==> src/rtl/dma_xfer_timing.sv <==
`default_nettype none
// ============================================================================
// Module   : dma_xfer_timing
// Purpose  : Single-channel DMA transfer timing state machine. Arbitrates the
//            bus with the CPU (HRQ/HLDA), services the device handshake
//            (DREQ/DACK), sequences address, bus strobes and the data-buffer
//            controls (MemToMem/MEMRW), owns the current address/count
//            registers and reports terminal count.
// Revision : 1.0 - initial release
// ----------------------------------------------------------------------------
// Ports
//   clk        in   system clock
//   RESET      in   asynchronous active-high reset
//   cfg_load   in   load current regs from base values, clear TC (IDLE only)
//   base_src   in   start address (I/O modes) / source address (mem-to-mem)
//   base_dst   in   destination address (mem-to-mem)
//   base_cnt   in   word count, number of transfers = base_cnt + 1
//   xfer_type  in   01 I/O->mem, 10 mem->I/O, 11 mem-to-mem, 00 verify
//   addr_dec   in   1: addresses decrement, 0: increment
//   autoinit   in   reload current regs from base values at terminal count
//   sw_req     in   software request pulse (mem-to-mem start)
//   DREQ       in   device request
//   HLDA       in   CPU hold acknowledge
//   EOP_in_n   in   external end-of-process, active-low
//   HRQ        out  hold request to CPU
//   DACK       out  device acknowledge
//   AEN        out  address enable
//   addr_out   out  current bus address
//   MEMR_n/MEMW_n/IOR_n/IOW_n out  bus strobes, active-low
//   MemToMem   out  data buffer in mem-to-mem operation
//   MEMRW      out  data buffer phase: 0 latch, 1 drive
//   EOP_n      out  terminal-count pulse, active-low
//   TC         out  sticky done flag
//   busy       out  state machine not idle
// ============================================================================
module dma_xfer_timing #(
  parameter int ADDR_W = 16,
  parameter int CNT_W  = 16
) (
  input  logic              clk,
  input  logic              RESET,
  input  logic              cfg_load,
  input  logic [ADDR_W-1:0] base_src,
  input  logic [ADDR_W-1:0] base_dst,
  input  logic [CNT_W-1:0]  base_cnt,
  input  logic [1:0]        xfer_type,
  input  logic              addr_dec,
  input  logic              autoinit,
  input  logic              sw_req,
  input  logic              DREQ,
  input  logic              HLDA,
  input  logic              EOP_in_n,
  output logic              HRQ,
  output logic              DACK,
  output logic              AEN,
  output logic [ADDR_W-1:0] addr_out,
  output logic              MEMR_n,
  output logic              MEMW_n,
  output logic              IOR_n,
  output logic              IOW_n,
  output logic              MemToMem,
  output logic              MEMRW,
  output logic              EOP_n,
  output logic              TC,
  output logic              busy
);

  localparam logic [1:0]        C_MODE_IO2MEM = 2'b01;
  localparam logic [1:0]        C_MODE_MEM2IO = 2'b10;
  localparam logic [1:0]        C_MODE_M2M    = 2'b11;
  localparam logic [ADDR_W-1:0] C_ADDR_ONE    = ADDR_W'(1);
  localparam logic [CNT_W-1:0]  C_CNT_ONE     = CNT_W'(1);
  localparam logic [CNT_W-1:0]  C_CNT_ZERO    = '0;

  typedef enum logic [3:0] {
    ST_IDLE = 4'd0,
    ST_REQ  = 4'd1,
    ST_S1   = 4'd2,
    ST_S2   = 4'd3,
    ST_S3   = 4'd4,
    ST_S4   = 4'd5,
    ST_R1   = 4'd6,
    ST_R2   = 4'd7,
    ST_R3   = 4'd8,
    ST_R4   = 4'd9,
    ST_W1   = 4'd10,
    ST_W2   = 4'd11,
    ST_W3   = 4'd12,
    ST_W4   = 4'd13
  } state_t;

  // Registered state
  state_t            r_state;
  logic [1:0]        r_mode;      // transfer type captured when the request is accepted
  logic [ADDR_W-1:0] r_cur_src;
  logic [ADDR_W-1:0] r_cur_dst;
  logic [CNT_W-1:0]  r_cur_cnt;
  logic              r_eop_seen;  // external EOP observed during the current transfer
  logic              r_term;      // current transfer is the terminal one

  // Next-state values
  state_t            w_state_nxt;
  logic [1:0]        w_mode_nxt;
  logic [ADDR_W-1:0] w_src_nxt;
  logic [ADDR_W-1:0] w_dst_nxt;
  logic [CNT_W-1:0]  w_cnt_nxt;
  logic              w_eop_seen_nxt;
  logic              w_term_nxt;
  logic              w_tc_nxt;

  logic [ADDR_W-1:0] w_src_step;
  logic [ADDR_W-1:0] w_dst_step;
  logic [CNT_W-1:0]  w_cnt_dec;

  // Next-state classification, used to build the registered outputs
  logic w_nxt_s;
  logic w_nxt_r;
  logic w_nxt_w;
  logic w_nxt_s_mid;
  logic w_nxt_r_mid;
  logic w_nxt_w_mid;

  assign w_src_step = addr_dec ? (r_cur_src - C_ADDR_ONE) : (r_cur_src + C_ADDR_ONE);
  assign w_dst_step = addr_dec ? (r_cur_dst - C_ADDR_ONE) : (r_cur_dst + C_ADDR_ONE);
  assign w_cnt_dec  = r_cur_cnt - C_CNT_ONE;

  always_comb begin
    w_state_nxt    = r_state;
    w_mode_nxt     = r_mode;
    w_src_nxt      = r_cur_src;
    w_dst_nxt      = r_cur_dst;
    w_cnt_nxt      = r_cur_cnt;
    w_eop_seen_nxt = r_eop_seen;
    w_term_nxt     = r_term;
    w_tc_nxt       = TC;

    case (r_state)
      ST_IDLE: begin
        if (cfg_load) begin
          w_src_nxt = base_src;
          w_dst_nxt = base_dst;
          w_cnt_nxt = base_cnt;
          w_tc_nxt  = 1'b0;
        end
        // Request acceptance looks at the flag as it stands this cycle
        if (!TC) begin
          if (xfer_type == C_MODE_M2M) begin
            if (sw_req) begin
              w_state_nxt = ST_REQ;
              w_mode_nxt  = xfer_type;
            end
          end else if (DREQ) begin
            w_state_nxt = ST_REQ;
            w_mode_nxt  = xfer_type;
          end
        end
      end

      ST_REQ: begin
        if (HLDA) begin
          w_state_nxt = (r_mode == C_MODE_M2M) ? ST_R1 : ST_S1;
        end else if ((r_mode != C_MODE_M2M) && !DREQ) begin
          w_state_nxt = ST_IDLE;
        end
      end

      ST_S1: begin
        w_state_nxt    = ST_S2;
        w_eop_seen_nxt = 1'b0;
      end

      ST_S2: begin
        w_state_nxt    = ST_S3;
        w_eop_seen_nxt = r_eop_seen | ~EOP_in_n;
      end

      // Terminal decision is made on entry to S4 so EOP_n can be registered
      ST_S3: begin
        w_state_nxt    = ST_S4;
        w_eop_seen_nxt = r_eop_seen | ~EOP_in_n;
        w_term_nxt     = (r_cur_cnt == C_CNT_ZERO) | r_eop_seen | ~EOP_in_n;
      end

      ST_S4: begin
        w_src_nxt = w_src_step;
        w_cnt_nxt = w_cnt_dec;
        if (r_term) begin
          w_state_nxt = ST_IDLE;
          if (autoinit) begin
            w_src_nxt = base_src;
            w_dst_nxt = base_dst;
            w_cnt_nxt = base_cnt;
          end else begin
            w_tc_nxt = 1'b1;
          end
        end else if (DREQ && HLDA) begin
          w_state_nxt = ST_S1;
        end else begin
          w_state_nxt = ST_IDLE;
        end
      end

      ST_R1: begin
        w_state_nxt    = ST_R2;
        w_eop_seen_nxt = 1'b0;
      end

      ST_R2: begin
        w_state_nxt    = ST_R3;
        w_eop_seen_nxt = r_eop_seen | ~EOP_in_n;
      end

      ST_R3: begin
        w_state_nxt    = ST_R4;
        w_eop_seen_nxt = r_eop_seen | ~EOP_in_n;
      end

      ST_R4: begin
        w_state_nxt    = ST_W1;
        w_src_nxt      = w_src_step;
        w_eop_seen_nxt = r_eop_seen | ~EOP_in_n;
      end

      ST_W1: begin
        w_state_nxt    = ST_W2;
        w_eop_seen_nxt = r_eop_seen | ~EOP_in_n;
      end

      ST_W2: begin
        w_state_nxt    = ST_W3;
        w_eop_seen_nxt = r_eop_seen | ~EOP_in_n;
      end

      ST_W3: begin
        w_state_nxt    = ST_W4;
        w_eop_seen_nxt = r_eop_seen | ~EOP_in_n;
        w_term_nxt     = (r_cur_cnt == C_CNT_ZERO) | r_eop_seen | ~EOP_in_n;
      end

      ST_W4: begin
        w_dst_nxt = w_dst_step;
        w_cnt_nxt = w_cnt_dec;
        if (r_term) begin
          w_state_nxt = ST_IDLE;
          if (autoinit) begin
            w_src_nxt = base_src;
            w_dst_nxt = base_dst;
            w_cnt_nxt = base_cnt;
          end else begin
            w_tc_nxt = 1'b1;
          end
        end else if (HLDA) begin
          w_state_nxt = ST_R1;
        end else begin
          w_state_nxt = ST_IDLE;
        end
      end

      default: begin
        w_state_nxt = ST_IDLE;
      end
    endcase
  end

  assign w_nxt_s     = (w_state_nxt == ST_S1) || (w_state_nxt == ST_S2) ||
                       (w_state_nxt == ST_S3) || (w_state_nxt == ST_S4);
  assign w_nxt_r     = (w_state_nxt == ST_R1) || (w_state_nxt == ST_R2) ||
                       (w_state_nxt == ST_R3) || (w_state_nxt == ST_R4);
  assign w_nxt_w     = (w_state_nxt == ST_W1) || (w_state_nxt == ST_W2) ||
                       (w_state_nxt == ST_W3) || (w_state_nxt == ST_W4);
  assign w_nxt_s_mid = (w_state_nxt == ST_S2) || (w_state_nxt == ST_S3);
  assign w_nxt_r_mid = (w_state_nxt == ST_R2) || (w_state_nxt == ST_R3);
  assign w_nxt_w_mid = (w_state_nxt == ST_W2) || (w_state_nxt == ST_W3);

  // State, datapath and all outputs are registered together; outputs are
  // decoded from the next state so they line up with the state they describe.
  always_ff @(posedge clk or posedge RESET) begin
    if (RESET) begin
      r_state    <= ST_IDLE;
      r_mode     <= 2'b00;
      r_cur_src  <= '0;
      r_cur_dst  <= '0;
      r_cur_cnt  <= '0;
      r_eop_seen <= 1'b0;
      r_term     <= 1'b0;
      HRQ        <= 1'b0;
      DACK       <= 1'b0;
      AEN        <= 1'b0;
      addr_out   <= '0;
      MEMR_n     <= 1'b1;
      MEMW_n     <= 1'b1;
      IOR_n      <= 1'b1;
      IOW_n      <= 1'b1;
      MemToMem   <= 1'b0;
      MEMRW      <= 1'b0;
      EOP_n      <= 1'b1;
      TC         <= 1'b0;
      busy       <= 1'b0;
    end else begin
      r_state    <= w_state_nxt;
      r_mode     <= w_mode_nxt;
      r_cur_src  <= w_src_nxt;
      r_cur_dst  <= w_dst_nxt;
      r_cur_cnt  <= w_cnt_nxt;
      r_eop_seen <= w_eop_seen_nxt;
      r_term     <= w_term_nxt;
      TC         <= w_tc_nxt;

      HRQ  <= (w_state_nxt != ST_IDLE);
      busy <= (w_state_nxt != ST_IDLE);
      AEN  <= w_nxt_s | w_nxt_r | w_nxt_w;
      DACK <= w_nxt_s;

      // Address holds its last value outside the transfer states
      if (w_nxt_s || w_nxt_r) begin
        addr_out <= w_src_nxt;
      end else if (w_nxt_w) begin
        addr_out <= w_dst_nxt;
      end

      MEMR_n   <= ~((w_nxt_s_mid && (w_mode_nxt == C_MODE_MEM2IO)) || w_nxt_r_mid);
      MEMW_n   <= ~((w_nxt_s_mid && (w_mode_nxt == C_MODE_IO2MEM)) || w_nxt_w_mid);
      IOR_n    <= ~(w_nxt_s_mid && (w_mode_nxt == C_MODE_IO2MEM));
      IOW_n    <= ~(w_nxt_s_mid && (w_mode_nxt == C_MODE_MEM2IO));
      // Buffer latches on the R3->R4 edge, then drives for the whole write half
      MemToMem <= (w_state_nxt == ST_R3) || w_nxt_w;
      MEMRW    <= w_nxt_w;
      EOP_n    <= ~(((w_state_nxt == ST_S4) || (w_state_nxt == ST_W4)) && w_term_nxt);
    end
  end

endmodule
`default_nettype wire
==> config.mk <==
export PLATFORM = sky130hd
export DESIGN_NAME = dma_xfer_timing
export DESIGN_NICKNAME = d
export VERILOG_FILES = /design/src/rtl/dma_xfer_timing.sv
export SDC_FILE = /design/constraint.sdc
export NUM_CORES = 1
export LEC_CHECK = 0
export CAP_MARGIN = 10
export CORE_ASPECT_RATIO = 1.5
export CORE_UTILIZATION = 34
export DETAILED_ROUTE_END_ITERATION = 7
export GPL_TIMING_DRIVEN = 0
export PLACE_DENSITY = 0.53
export SYNTH_ARGS = -nofsm -noshare
export SYNTH_HDL_FRONTEND = slang
export SYNTH_SLANG_ARGS = --single-unit
==> constraint.sdc <==
create_clock -name clk -period 4 [get_ports clk]
set_input_delay 0.6 -clock clk [delete_from_list [all_inputs] [get_ports clk]]
set_output_delay 0.6 -clock clk [all_outputs]
set_load 0.02 [all_outputs]
==> flow_summary_export.csv <==
group,metric,value,unit
global_routing,grt.total_usage,20.9,%
finish,nets,802,
clocking,cts-root-buf,"clkbuf_16",
global_routing,grt_use_met1,24.1,%
clocking,cts.htree.levels,3,
timing,setup_viol,0,
yosys,synth_top_area_cell,"dfrtp_1",
floorplan,ios,87,
run_status,status,"complete, no violations",
yosys,yosys-top-cells-count,"dfrtp_1 (78), nor2_1 (54), o21ai_0 (52)",
global_routing,busiest_layer,"met2",
yosys,synth.most_common_cell,"dfrtp_1",
power_and_ir_drop,p_per_area,843,mW/mm^2
finish,area_growth,26.0,%
yosys,ys_ff_latch,83,
timing,slew_viol_final,0,
floorplan,rows,56,
setup_path,path_buf_inv,2,
floorplan,die_w,106,um
run,cap_violations,0,
setup_path,crit_family,"compound AO/OA/AOI/OAI gates",
setup_path,cp-end-kind,"flop",
global_routing,grtUsageMet2,38.8,%
timing,min_period,3660,ps
routing,first_pass_iters,5,
global_routing,overflow,0,
setup_path,start_kind,"input port",
power_and_ir_drop,ir_drop,0.282,mV
yosys,synthTopCellsByArea,"dfrtp_1 (35%), ha_1 (6.6%), o21ai_0 (4.7%)",
clocking,clk_pin_slew,60,ps
yosys,syn_inst,614,
hold_path,holdCritPathClass,"reg -> reg",
setup_path,cp.arrival,3890,ps
yosys,ys_warn_count,0,
routing,drc,0,
yosys,syn_area,0.00551,sq mm
global_routing,grt_pass1_vias,5081,
finish,drive_gt1_share,7.67,%
setup_path,cp_slowest_cell,"buf_2",
floorplan,die_h,158,um
floorplan,start_util,35.0,%
clocking,clock_latency,340,ps
global_routing,grt_pass1_wl,26700,um
timing,slew_headroom,29.6,%
timing,timing.final.ws_setup,339,ps
clocking,cts_tree,"built",
timing,rsz0062_at_grt,"no",
finish,instances_no_fill,920,
floorplan,dieArea,0.0167,sq mm
routing,first_iter_violations,289,
clocking,post-cts-setup-buffer-count,0,
yosys,synth_ff_type,"dfrtp_1",
yosys,syn_avg_cell_area,8.98,sq um
setup_path,critical-path-max-stage-delay,570,ps
clocking,clockBufferDepth,2,
yosys,synth_cell_types,69,
clocking,cts_buffers,9,
timing,whs,497,ps
timing,tightest_slew,1050,ps
floorplan,core_area,0.0158,sq mm
yosys,synth-edff-count,0,
routing,viasPerCell,5.67,
timing,finClkSkew,8.20,ps
yosys,synth_top_area_share,35.4,%
setup_path,required,4230,ps
timing,finalHoldViolations,0,
setup_path,path_cells,"buf_2 > inv_1 > fa_1 > nand2b_1 > a211oi_1 > o32ai_1 > o221ai_1 > mux2i_1 > a221o_1 > a221o_1",
setup_path,worstSetupPathType,"in -> reg",
setup_path,critical_path.max_fanout,31,
timing,fmax,273,MHz
placed_design,port_buffers,86,
placed_design,dpl_worst_slack,9.28,ps
global_routing,antenna_found_initial,0,
yosys,ys_seq_area_share,37.8,%
clocking,cts_sinks,83,
routing,vias,5216,
power_and_ir_drop,p_leak,2.91,nW
placed_design,dp_hpwl,12900,um
routing,wl,16900,um
finish,final_core_util,44.1,%
yosys,async_flop_share,100,%
clocking,cts_resized,0,
setup_path,path_common_cell,"a221o_1",
placed_design,gp_congestion,0.906,
yosys,synth.net_count,704,
routing,wire_per_inst,18.4,um
placed_design,post-place-cells,904,
finish,diodes,0,
timing,post-route-period-util,91.5,%
global_routing,grt_use_met3,2.96,%
power_and_ir_drop,p_total,5.86,mW
global_routing,grt_max_degree,68,
clocking,hold_buffers,0,
routing,detail-route-antenna-nets,0,
## where the power goes
group / total, mW / switching [mW] / internal, mW
Clock: 0.842 / 0.354 / 0.488
Combinational: 3.50 / 2.04 / 1.46
Sequential: 1.52 / 0.272 / 1.24
Total: 5.86 / 2.67 / 3.19
## through the flow
| step | TNS, ps | area (sq um) |
|---|---|---|
| finish | 0 | 6950 |
| global route | 0 | 6950 |
| CTS | 0 | 6950 |
| detailed placement | 0 | 6650 |
| global placement | -40380 | 6630 |
| floorplan | 0 | 5510 |
## cells in the final DEF (no fill, tap or decap), types with 10 or more instances in the layout
| cell | count |
|---|---|
| a211oi_1 | 11 |
| or3_1 | 10 |
| a21oi_1 | 41 |
| xnor2_1 | 12 |
| a22oi_1 | 13 |
| nor3_1 | 17 |
| clkdlybuf4s50_1 | 85 |
| nor2_1 | 54 |
| clkbuf_1 | 15 |
| a221o_1 | 18 |
| dfrtp_1 | 78 |
| ha_1 | 29 |
| inv_1 | 28 |
| nand2_1 | 45 |
| o21ai_0 | 52 |
| nand2b_1 | 11 |
## area by class of cell
type                            instances  area (sq um)
Clock buffer                           11           233
Multi-Input combinational cell        472          3160
Timing Repair Buffer                   87           883
Inverter                               32           123
Tap cell                              203           254
Fill cell                            1574          8810
Clock inverter                          5          63.8
Sequential cell                        83          2080
Buffer                                 27           148
## worst reg2reg max path: cells and delay by family (launching register included)
| family | cells | cell delay, ps |
|---|---|---|
| fa+ha+maj | 1 | 440 |
| simple gates | 1 | 180 |
| mux | 1 | 120 |
| compound gates | 5 | 1540 |
| flops | 1 | 400 |
| buf+inv | 1 | 80 |
## path summary, 6_finish.rpt
path	cells past startpoint	start	end	slack [ps]
worst max register to register	9	r_cur_src[0]$_DFF_PP0_	addr_out[14]$_DFFE_PP0P_	1130
worst max-delay path	10	addr_dec	addr_out[14]$_DFFE_PP0P_	340
min in group asynchronous	2	RESET	r_cur_cnt[12]$_DFFE_PP0P_	550
worst min register to register	2	r_cur_cnt[11]$_DFFE_PP0P_	r_cur_cnt[11]$_DFFE_PP0P_	500
worst min-delay path	2	r_cur_cnt[11]$_DFFE_PP0P_	r_cur_cnt[11]$_DFFE_PP0P_	500
max in group asynchronous	3	RESET	MEMR_n$_DFF_PP1_	2780
## layer usage
metal	wire, um	part of all wire [%]	up-vias
li1	-	-	2510
met5	0	0	-
met1	6820	40	2548
met2	9080	54	136
met3	647	3.8	22
met4	378	2.2	0
## flip-flops by register name, indices dropped and copies added, names as in the netlist, 2 cells and up
register / cells
addr_out: 16
r_cur_cnt: 16
r_cur_dst: 16
r_cur_src: 16
r_mode: 2
r_state: 4
## cells by family (layout without fill, tap and decap cells)
kind of cell / after synthesis / count (layout) / synth area share, %
xor gates and xnor gates: 21 / 21 / 3.34
buffers and inverters: 59 / 162 / 4.86
and+or+nand+nor: 182 / 182 / 16.1
muxes: 9 / 9 / 1.70
AOI/OAI and AO/OA: 229 / 229 / 29.0
DFF: 83 / 83 / 37.8
adders and majority gates: 31 / 31 / 7.31
Note: power is estimated with default switching activity, not from simulation.
